**config.mk**
```make
export PLATFORM = sky130hd
export DESIGN_NAME = ioctl_host_xfer
export DESIGN_NICKNAME = d
export VERILOG_FILES = /design/src/rtl/ioctl_pkg.sv /design/src/rtl/ioctl_pace_cnt.sv /design/src/rtl/ioctl_host_xfer.sv
export SDC_FILE = /design/constraint.sdc
export NUM_CORES = 1
export LEC_CHECK = 0
export ABC_AREA = 1
export BUFFER_PORTS_ARGS = -buffer_cell sky130_fd_sc_hd__buf_2
export CAP_MARGIN = 20
export CORE_MARGIN = 4
export CORE_UTILIZATION = 62
export DETAILED_ROUTE_END_ITERATION = 16
export HOLD_SLACK_MARGIN = 0.1
export PLACE_DENSITY_LB_ADDON = 0.1
export SLEW_MARGIN = 20
export SYNTH_ARGS = -nofsm -noshare
export SYNTH_HDL_FRONTEND = slang
export SYNTH_SLANG_ARGS = --single-unit
```
**constraint.sdc**
```tcl
create_clock -name clk_sys -period 4.7 [get_ports clk_sys]
set_clock_uncertainty 0.05 [all_clocks]
set_input_delay 0.94 -clock clk_sys [delete_from_list [all_inputs] [get_ports clk_sys]]
set_output_delay 0.94 -clock clk_sys [all_outputs]
set_load 0.05 [all_outputs]
```
**src/rtl/ioctl_pkg.sv**
```systemverilog
// ioctl_pkg: state encoding and shared constants for the ioctl host transfer engine
package ioctl_pkg;
    localparam int ADDR_W_DEF = 25;
    localparam int PACE_W = 8;
    localparam logic [7:0] IDX_ROM = 8'd0;
    localparam logic [7:0] IDX_NVRAM = 8'd4;
    typedef enum logic [3:0] {
        IDLE, DL_OPEN, DL_FETCH, DL_WRITE, DL_GAP, UL_OPEN, UL_SETTLE, UL_OUT, CLOSE
    } state_t;
endpackage

```
**src/rtl/ioctl_pace_cnt.sv**
```systemverilog
// ioctl_pace_cnt: loadable down-counter that freezes while hold is high
module ioctl_pace_cnt
    import ioctl_pkg::*;
(
    input  logic              clk_sys,
    input  logic              reset_n,
    input  logic              load,
    input  logic [PACE_W-1:0] load_val,
    input  logic              hold,
    output logic              zero
);
    logic [PACE_W-1:0] cnt_q, cnt_d;
    always_comb cnt_d = load ? load_val : (hold || cnt_q == '0) ? cnt_q : cnt_q - PACE_W'(1);
    always_ff @(posedge clk_sys or negedge reset_n)
        if (!reset_n) cnt_q <= '0;
        else cnt_q <= cnt_d;
    assign zero = cnt_q == '0;
endmodule

```
**src/rtl/ioctl_host_xfer.sv**
```systemverilog
// ioctl_host_xfer: host-side ioctl loader that streams bytes into or out of the core
module ioctl_host_xfer
    import ioctl_pkg::*;
#(
    parameter int ADDR_W = ADDR_W_DEF,
    parameter int WR_GAP = 3,
    parameter int RD_LAT = 2
) (
    input  logic              clk_sys,
    input  logic              reset_n,
    input  logic              cmd_start,
    input  logic              cmd_upload,
    input  logic [7:0]        cmd_index,
    input  logic [ADDR_W-1:0] cmd_len,
    input  logic              src_valid,
    input  logic [7:0]        src_data,
    output logic              src_ready,
    output logic              snk_valid,
    output logic [7:0]        snk_data,
    input  logic              snk_ready,
    output logic              ioctl_download,
    output logic              ioctl_upload,
    output logic [7:0]        ioctl_index,
    output logic              ioctl_wr,
    output logic [ADDR_W-1:0] ioctl_addr,
    output logic [7:0]        ioctl_dout,
    input  logic [7:0]        ioctl_din,
    input  logic              ioctl_wait,
    output logic              busy,
    output logic              done
);
    localparam logic [PACE_W-1:0] GAP_LD = PACE_W'(WR_GAP > 1 ? WR_GAP - 2 : 0);
    localparam logic [PACE_W-1:0] LAT_LD = PACE_W'(RD_LAT - 1);
    localparam logic [ADDR_W-1:0] ONE = ADDR_W'(1);

    state_t state_q, state_d;
    logic [ADDR_W-1:0] len_q, len_d, cnt_q, cnt_d, addr_q, addr_d;
    logic [7:0] index_q, index_d, dout_q, dout_d, snk_data_q, snk_data_d;
    logic dl_q, dl_d, ul_q, ul_d, wr_q, wr_d, snk_valid_q, snk_valid_d;
    logic busy_q, busy_d, done_q, done_d;
    logic pace_load, pace_zero, last;
    logic [PACE_W-1:0] pace_val;

    ioctl_pace_cnt u_pace (
        .clk_sys (clk_sys),
        .reset_n (reset_n),
        .load    (pace_load),
        .load_val(pace_val),
        .hold    (ioctl_wait),
        .zero    (pace_zero)
    );

    assign src_ready = state_q == DL_FETCH && src_valid && !ioctl_wait;
    assign last = (cnt_q + ONE) == len_q;

    always_comb begin
        state_d = state_q;
        len_d = len_q;
        cnt_d = cnt_q;
        addr_d = addr_q;
        index_d = index_q;
        dout_d = dout_q;
        snk_data_d = snk_data_q;
        snk_valid_d = snk_valid_q;
        dl_d = dl_q;
        ul_d = ul_q;
        wr_d = 1'b0;
        busy_d = busy_q;
        done_d = 1'b0;
        pace_load = 1'b0;
        pace_val = GAP_LD;
        case (state_q)
            IDLE: if (cmd_start) begin
                busy_d = 1'b1;
                addr_d = '0;
                cnt_d = '0;
                index_d = cmd_index;
                len_d = cmd_len;
                done_d = cmd_len == '0;
                state_d = (cmd_len == '0) ? CLOSE : (cmd_upload ? UL_OPEN : DL_OPEN);
            end
            DL_OPEN: begin
                dl_d = 1'b1;
                state_d = DL_FETCH;
            end
            DL_FETCH: if (src_ready) begin
                dout_d = src_data;
                wr_d = 1'b1;
                state_d = DL_WRITE;
            end
            DL_WRITE: begin
                cnt_d = cnt_q + ONE;
                if (last) begin
                    dl_d = 1'b0;
                    done_d = 1'b1;
                    state_d = CLOSE;
                end else begin
                    addr_d = addr_q + ONE;
                    pace_load = 1'b1;
                    state_d = (WR_GAP > 1) ? DL_GAP : DL_FETCH;
                end
            end
            DL_GAP: if (pace_zero && !ioctl_wait) state_d = DL_FETCH;
            UL_OPEN: begin
                ul_d = 1'b1;
                pace_load = 1'b1;
                pace_val = LAT_LD;
                state_d = UL_SETTLE;
            end
            UL_SETTLE: if (pace_zero && !ioctl_wait) begin
                snk_data_d = ioctl_din;
                snk_valid_d = 1'b1;
                state_d = UL_OUT;
            end
            UL_OUT: if (snk_ready) begin
                snk_valid_d = 1'b0;
                cnt_d = cnt_q + ONE;
                if (last) begin
                    ul_d = 1'b0;
                    done_d = 1'b1;
                    state_d = CLOSE;
                end else begin
                    addr_d = addr_q + ONE;
                    pace_load = 1'b1;
                    pace_val = LAT_LD;
                    state_d = UL_SETTLE;
                end
            end
            CLOSE: begin
                busy_d = 1'b0;
                state_d = IDLE;
            end
            default: state_d = IDLE;
        endcase
    end

    always_ff @(posedge clk_sys or negedge reset_n)
        if (!reset_n) begin
            state_q <= IDLE;
            len_q <= '0;
            cnt_q <= '0;
            addr_q <= '0;
            index_q <= '0;
            dout_q <= '0;
            snk_data_q <= '0;
            snk_valid_q <= 1'b0;
            dl_q <= 1'b0;
            ul_q <= 1'b0;
            wr_q <= 1'b0;
            busy_q <= 1'b0;
            done_q <= 1'b0;
        end else begin
            state_q <= state_d;
            len_q <= len_d;
            cnt_q <= cnt_d;
            addr_q <= addr_d;
            index_q <= index_d;
            dout_q <= dout_d;
            snk_data_q <= snk_data_d;
            snk_valid_q <= snk_valid_d;
            dl_q <= dl_d;
            ul_q <= ul_d;
            wr_q <= wr_d;
            busy_q <= busy_d;
            done_q <= done_d;
        end

    assign snk_valid = snk_valid_q;
    assign snk_data = snk_data_q;
    assign ioctl_download = dl_q;
    assign ioctl_upload = ul_q;
    assign ioctl_index = index_q;
    assign ioctl_wr = wr_q;
    assign ioctl_addr = addr_q;
    assign ioctl_dout = dout_q;
    assign busy = busy_q;
    assign done = done_q;
endmodule

```
==> flow_metrics.env, run 1 <==
export IMPL_outcome="finished clean"
export IMPL_grt_use_met2_pct=42.2
export IMPL_synth_top_area_share_pct=42.4
export IMPL_fmax_ghz=0.300
export IMPL_reg2reg_from="state_q[3]"
export IMPL_rr_endpoint="u_pace.cnt_q[1]"
export IMPL_met1_usage_pct=39.2
export IMPL_grt_pass1_vias=6226
export IMPL_totalWireLength_um=17300
export IMPL_cp_max_fo=11
export IMPL_grt_antenna_before_repair=0
export IMPL_cts_tree="done"
export IMPL_synth_seq_cells=117
export IMPL_clock_sinks=117
export IMPL_multi_input_area_um2=3480
export IMPL_seq_area_frac_synth_pct=42.4
export IMPL_period_needed_ns=3.34
export IMPL_post_cts_buffers=0
export IMPL_syn_mean_instance_area_um2=7.58
export IMPL_worst_pin_slew_ns=0.992
export IMPL_clk_path_buf_depth=2
export IMPL_synth_cells=911
export IMPL_clock_latency_ns=0.54
export IMPL_design_area_um2=8120
export IMPL_post_place_cells=1148
export IMPL_regArea_um2=2930
export IMPL_start_util_pct=63.4
export IMPL_grt_ovfl_total=0
export IMPL_core_rowCount=38
export IMPL_clkTransAtPathRegs_ns=0.06
export IMPL_min_path_type="input pin to async pin"
export IMPL_dpl_cell_area_um2=7570
export IMPL_fin_setup_tns_ns=0
export IMPL_use_met3_pct=9.66
export IMPL_vdd_drop_max_v=0.000517
export IMPL_dr_pass1_iters=6
export IMPL_routed_via_density=5.45
export IMPL_grt_start_max_net_pins=57
export IMPL_fp_dieH_um=114
export IMPL_ys_warn_count=0
export IMPL_grt_busiest_layer="met2"
export IMPL_cts_root_buf="clkbuf_8"
export IMPL_final_nets=1086
export IMPL_cts_htree_levels=4
export IMPL_synth_ff_type="dfrtp_1"
export IMPL_synth_edf_count=0
export IMPL_syn_nets=970
export IMPL_wl_per_cell_um=14.6
export IMPL_fp_dieW_um=114
export IMPL_ios=112
export IMPL_cts_repair_resized=0
export IMPL_path_class="flop to primary output"
export IMPL_start_kind="flop"
export IMPL_slew_limit_headroom_pct=33.7
export IMPL_finalSetupViolations=0
export IMPL_io_buffers=111
export IMPL_synthArstFlopShare_pct=100
export IMPL_reg2reg_depth=12
export IMPL_synth_area_um2=6910
export IMPL_grt_pass1_wl_um=29200
export IMPL_endpoint_kind="primary output"
export IMPL_synth_area_leader_cell="dfrtp_1"
export IMPL_maxCapViolCount=0
export IMPL_rsz0062_at_grt="false"
export IMPL_core_area_um2=10900
export IMPL_finalHoldViolCount=0
export IMPL_synth_distinct_cells=36
export IMPL_route_detailed_drc=0
export IMPL_finalMaxSlewViolations=0
export IMPL_pre_cts_ws_ns=1.68
export IMPL_fillers=873
export IMPL_cts_made_buffers=17
export IMPL_power_per_cell_area_nw_per_um2=547
export IMPL_place_gp_congestion=0.949
export IMPL_drtIter0Drc=475
export IMPL_reg2reg_slack_ns=1.80
export IMPL_worstSetupStartpoint="state_q[1]"
export IMPL_syn_to_final_growth_pct=17.6
export IMPL_total_power_mw=4.44
export IMPL_p_leak_nw=3.97
export IMPL_period_share_pct=71.0
export IMPL_required_ns=3.71
export IMPL_vias=6433
export IMPL_grt_total_usage_pct=28.5
export IMPL_antenna_cells=0
export IMPL_ant_nets=0
export IMPL_worst_slack_ns=1.36
export IMPL_synth_area_leaders="dfrtp_1 42%, nand2_1 14%, nand3_1 6.2%"
export IMPL_critPathArrivalTime_ns=2.35
export IMPL_drive_above_1_share_pct=21.8
export IMPL_stdcell_count=1180
export IMPL_dieArea_um2=12900
export IMPL_dp_hpwl_um=12600
export IMPL_holdBufCountCts=0
[power breakdown]
group	switching (mW)	internal, mW	total [mW]
clock network	0.481	0.727	1.21
registers	0.219	1.28	1.50
logic	1.23	0.508	1.73
total	1.93	2.52	4.44
[worst max-delay path, stage by stage, from the launching register on]
cell,delay [ns]
dfrtp_1,0.41
inv_1,0.07
nor2_1,0.13
inv_1,0.09
nor2_1,0.19
nand3_1,0.36
clkinv_1,0.27
buf_2,0.30
[cells in the mapped netlist, drive strengths merged (3+ instances only)]
| cell type | number |
|---|---|
| o22ai | 7 |
| ha | 3 |
| nand3b | 18 |
| nand2 | 269 |
| mux2 | 20 |
| o21ai | 69 |
| inv | 105 |
| a21oi | 10 |
| nand3 | 88 |
| nand4 | 23 |
| or2 | 15 |
| nor3 | 16 |
| nor2 | 92 |
| nor4 | 5 |
| xor2 | 24 |
| clkbuf | 11 |
| dfrtp | 117 |
| buf | 7 |
[per-stage QoR]
stage               hold slack [ns]  util, %
floorplan                     0.416        -
global placement              0.415     69.5
detailed placement            0.414     69.5
CTS                           0.396     74.6
global route                  0.414     74.6
finish                        0.383     74.6
[logic make-up (layout without fill, tap and decap cells)]
logic type,after synthesis,count (layout),share of synthesized area (%)
AOI/OAI and AO/OA,89,89,7.53
DFF,117,117,42.4
buffers and inverters,125,254,7.37
and+or+nand+nor,530,530,35.3
adders and majority gates,3,3,0.543
muxes,20,20,3.26
xor gates and xnor gates,27,27,3.62
[layer usage]
layer / routed length (um) / share of wire (%)
met5: 0 / 0
met4: 263 / 1.5
met1: 7880 / 46
met2: 7550 / 44
met3: 1570 / 9.1
[layout by cell type (no fill, tap or decap), types with 9 or more instances in the layout]
| master | n |
|---|---|
| o21ai_0 | 41 |
| o21ai_1 | 13 |
| nor2_1 | 81 |
| mux2_2 | 20 |
| dfrtp_1 | 117 |
| nor3_1 | 16 |
| a21oi_1 | 9 |
| o21ai_2 | 15 |
| inv_1 | 104 |
| nand2_1 | 252 |
| or2_2 | 15 |
| nand3_1 | 86 |
| nand4_1 | 23 |
| nand3b_1 | 18 |
| buf_2 | 110 |
| nand2_2 | 16 |
| xor2_1 | 24 |
| clkbuf_16 | 16 |
[worst max-delay path by stage]
stage          depth (start not counted)  slack, ns        end
3_3_place_gp                           5       1.72  src_ready
4_1_cts                                7       1.37  src_ready
2_1_floorplan                          4       1.87  src_ready
6_report                               7       1.36  src_ready
5_1_grt                                6       1.13  src_ready
3_5_place_dp                           5       1.68  src_ready
[flip-flops by register name (all words and copies together), names as in the netlist]
register,count
snk_data,8
ioctl_dout,8
len_q,25
ioctl_wr,1
state_q,4
ioctl_upload,1
u_pace.cnt_q,8
busy,1
ioctl_addr,25
snk_valid,1
ioctl_download,1
ioctl_index,8
done,1
cnt_q,25
[area by class of cell]
class | count | share of cell area [%]
clock inverters | 11 | 1.25
flip-flops and latches | 117 | 36.1
clock buffers | 21 | 5.53
inverters | 107 | 4.95
multi-input cells | 669 | 42.8
repair buffers | 115 | 7.24
well taps | 140 | 2.16
(Power assumes the default switching activity.)
==> inputs of run 2 (changes only) <==
- ABC_AREA: 1 -> 0
- CORE_UTILIZATION: 62 -> 51
- clock period: 4.7 -> 3 ns (I/O delays scaled with it)
==> flow_metrics.env, run 2 <==
export IMPL_outcome="finished, violations left"
export IMPL_violations="setup timing"
export IMPL_clkTransAtPathRegs_ns=0.06
export IMPL_whs_ns=0.316
export IMPL_synthArstFlopShare_pct=100
export IMPL_ant_nets=0
export IMPL_post_place_cells=1040
export IMPL_synth_common_cells="176 x nand2_1, 117 x dfrtp_1, 43 x o21ai_0"
export IMPL_regArea_um2=2930
export IMPL_synth_area_leader_cell="dfrtp_1"
export IMPL_wl_per_cell_um=16.6
export IMPL_ys_warn_count=0
export IMPL_cts_htree_levels=4
export IMPL_path_class="flop to flop"
export IMPL_worstSetupStartpoint="cnt_q[0]"
export IMPL_fin_util_pct=69.2
export IMPL_synth_distinct_cells=61
export IMPL_fmax_ghz=0.316
export IMPL_final_nets=961
export IMPL_period_share_pct=105
export IMPL_total_power_mw=7.52
export IMPL_drtIter0Drc=722
export IMPL_multi_input_area_um2=3500
export IMPL_synth_cells=748
export IMPL_route_detailed_drc=0
export IMPL_syn_nets=807
export IMPL_seq_area_frac_synth_pct=45.0
export IMPL_fillers=987
export IMPL_clock_latency_ns=0.42
export IMPL_stdcell_count=1083
export IMPL_finalSetupViolations=22
export IMPL_dieArea_um2=14600
export IMPL_synth_area_leaders="dfrtp_1 45%, nand2_1 10%, xnor2_1 3.4%"
export IMPL_required_ns=3.29
export IMPL_period_needed_ns=3.16
export IMPL_power_per_cell_area_nw_per_um2=886
export IMPL_fp_dieW_um=121
export IMPL_cp_max_fo=11
export IMPL_synth_top_area_share_pct=45.0
export IMPL_start_util_pct=53.1
export IMPL_maxCapViolCount=0
export IMPL_critPathArrivalTime_ns=3.45
export IMPL_grt_total_usage_pct=25.0
export IMPL_rsz0062_at_grt="true"
export IMPL_vdd_drop_max_v=0.000589
export IMPL_cts_made_buffers=17
export IMPL_grt_pass1_vias=6191
export IMPL_start_kind="flop"
export IMPL_reg2reg_slack_ns=-0.16
export IMPL_grt_ovfl_total=0
export IMPL_syn_to_final_growth_pct=30.5
export IMPL_p_leak_nw=3.97
export IMPL_cts_tree="done"
export IMPL_endpoint_kind="flop"
export IMPL_synth_area_um2=6510
export IMPL_grt_pass1_wl_um=29400
export IMPL_grt_antenna_before_repair=0
export IMPL_grt_start_max_net_pins=53
export IMPL_synth_edf_count=0
export IMPL_synth_seq_cells=117
export IMPL_antenna_cells=0
export IMPL_vias=6283
export IMPL_drive_above_1_share_pct=27.8
export IMPL_dr_pass1_iters=6
export IMPL_clock_sinks=117
export IMPL_totalWireLength_um=18000
export IMPL_ios=112
export IMPL_routed_via_density=5.80
export IMPL_reg2reg_from="cnt_q[0]"
export IMPL_final_common_cell="nand2_1"
export IMPL_finalHoldViolCount=0
export IMPL_worst_pin_slew_ns=1.00
export IMPL_yosysMostFrequentCell="nand2_1"
export IMPL_min_from="cmd_index[6]"
export IMPL_core_area_um2=12300
export IMPL_dp_hpwl_um=12400
export IMPL_io_buffers=111
export IMPL_place_gp_congestion=0.877
export IMPL_synth_ff_type="dfrtp_1"
export IMPL_core_rowCount=40
export IMPL_cts_root_buf="clkbuf_16"
export IMPL_final_cell_mix="176 x nand2_1, 116 x dfrtp_1, 110 x buf_2, 62 x buf_4, 41 x o21ai_0"
export IMPL_clk_path_buf_depth=2
export IMPL_min_path_type="input pin to flop"
export IMPL_syn_mean_instance_area_um2=8.70
export IMPL_slew_limit_headroom_pct=33.0
export IMPL_worst_slack_ns=-0.162
export IMPL_fp_dieH_um=121
export IMPL_finalMaxSlewViolations=0
==> run 2: final timing paths <==
kind | endpoint | cells after the start
max in group asynchronous | cnt_q[6] | 3
hold reg to reg | ioctl_index[4] | 2
setup / recovery | ioctl_addr[16] | 12
setup reg to reg | ioctl_addr[16] | 12
hold / removal | ioctl_index[6] | 3
min in group asynchronous | ioctl_addr[20] | 2
==> run 2: metal layers <==
layer | part of all wire, % | track usage [%]
met4 | 2.6 | 10.8
met1 | 42 | 32.2
met5 | 0 | 0
met3 | 6.1 | 4.76
met2 | 49 | 41.0
==> run 2: area by class of cell <==
type                       count  area share [%]
timing repair buffer         178            13.3
tap                          168            2.48
clock inverter                13            2.68
clock buffer                  19            5.34
multi-input combinational    578            41.3
inverter                      10           0.442
sequential                   117            34.5
==> run 2: critical path, cell delays in order, from the launching register on <==
cell and delay [ns]:
dfrtp_1 0.40, ha_4 0.15, nand4_1 0.15, or4_4 0.50
or3_1 0.34, a21oi_2 0.19, nor4bb_2 0.07, nand3_1 0.18
nor4b_4 0.06, buf_6 0.14, buf_12 0.14, or4_1 0.54
a21oi_1 0.16
==> run 2: what timing repair did <==
item                                    in CTS  in global routing
cloned                                       0                  2
setup buffers                                2                  6
resized for setup                            6                 22
hold buffers                                 1                  0
pin swaps                                    1                  2
endpoints found under the setup margin      30                 47
hold endpoints to repair                     9                  0
==> run 2: kinds of logic after synthesis <==
group / share of synthesized area, %
xor+xnor: 5.25
mux: 2.94
simple gates: 29.4
buf+inv: 3.58
compound gates: 13.2
fa+ha+maj: 0.577
flops: 45.0
==> run 2: through the flow <==
stage                     TNS (ns)  setup WS [ns]  area (um^2)
final                        -1.85         -0.162         8490
after global routing         -7.30         -0.336         8490
after CTS                   -0.826         -0.112         8280
after detailed placement     -3.23         -0.204         7540
after global placement       -2.46         -0.150         7540
after floorplan                  0         0.0142         6530
==> run 2: power by group <==
group	leakage, nW	internal (mW)	switching, mW
Sequential	1.53	2.00	0.367
Combinational	2.11	0.965	1.86
Clock	0.329	1.60	0.736
Total	3.97	4.56	2.96
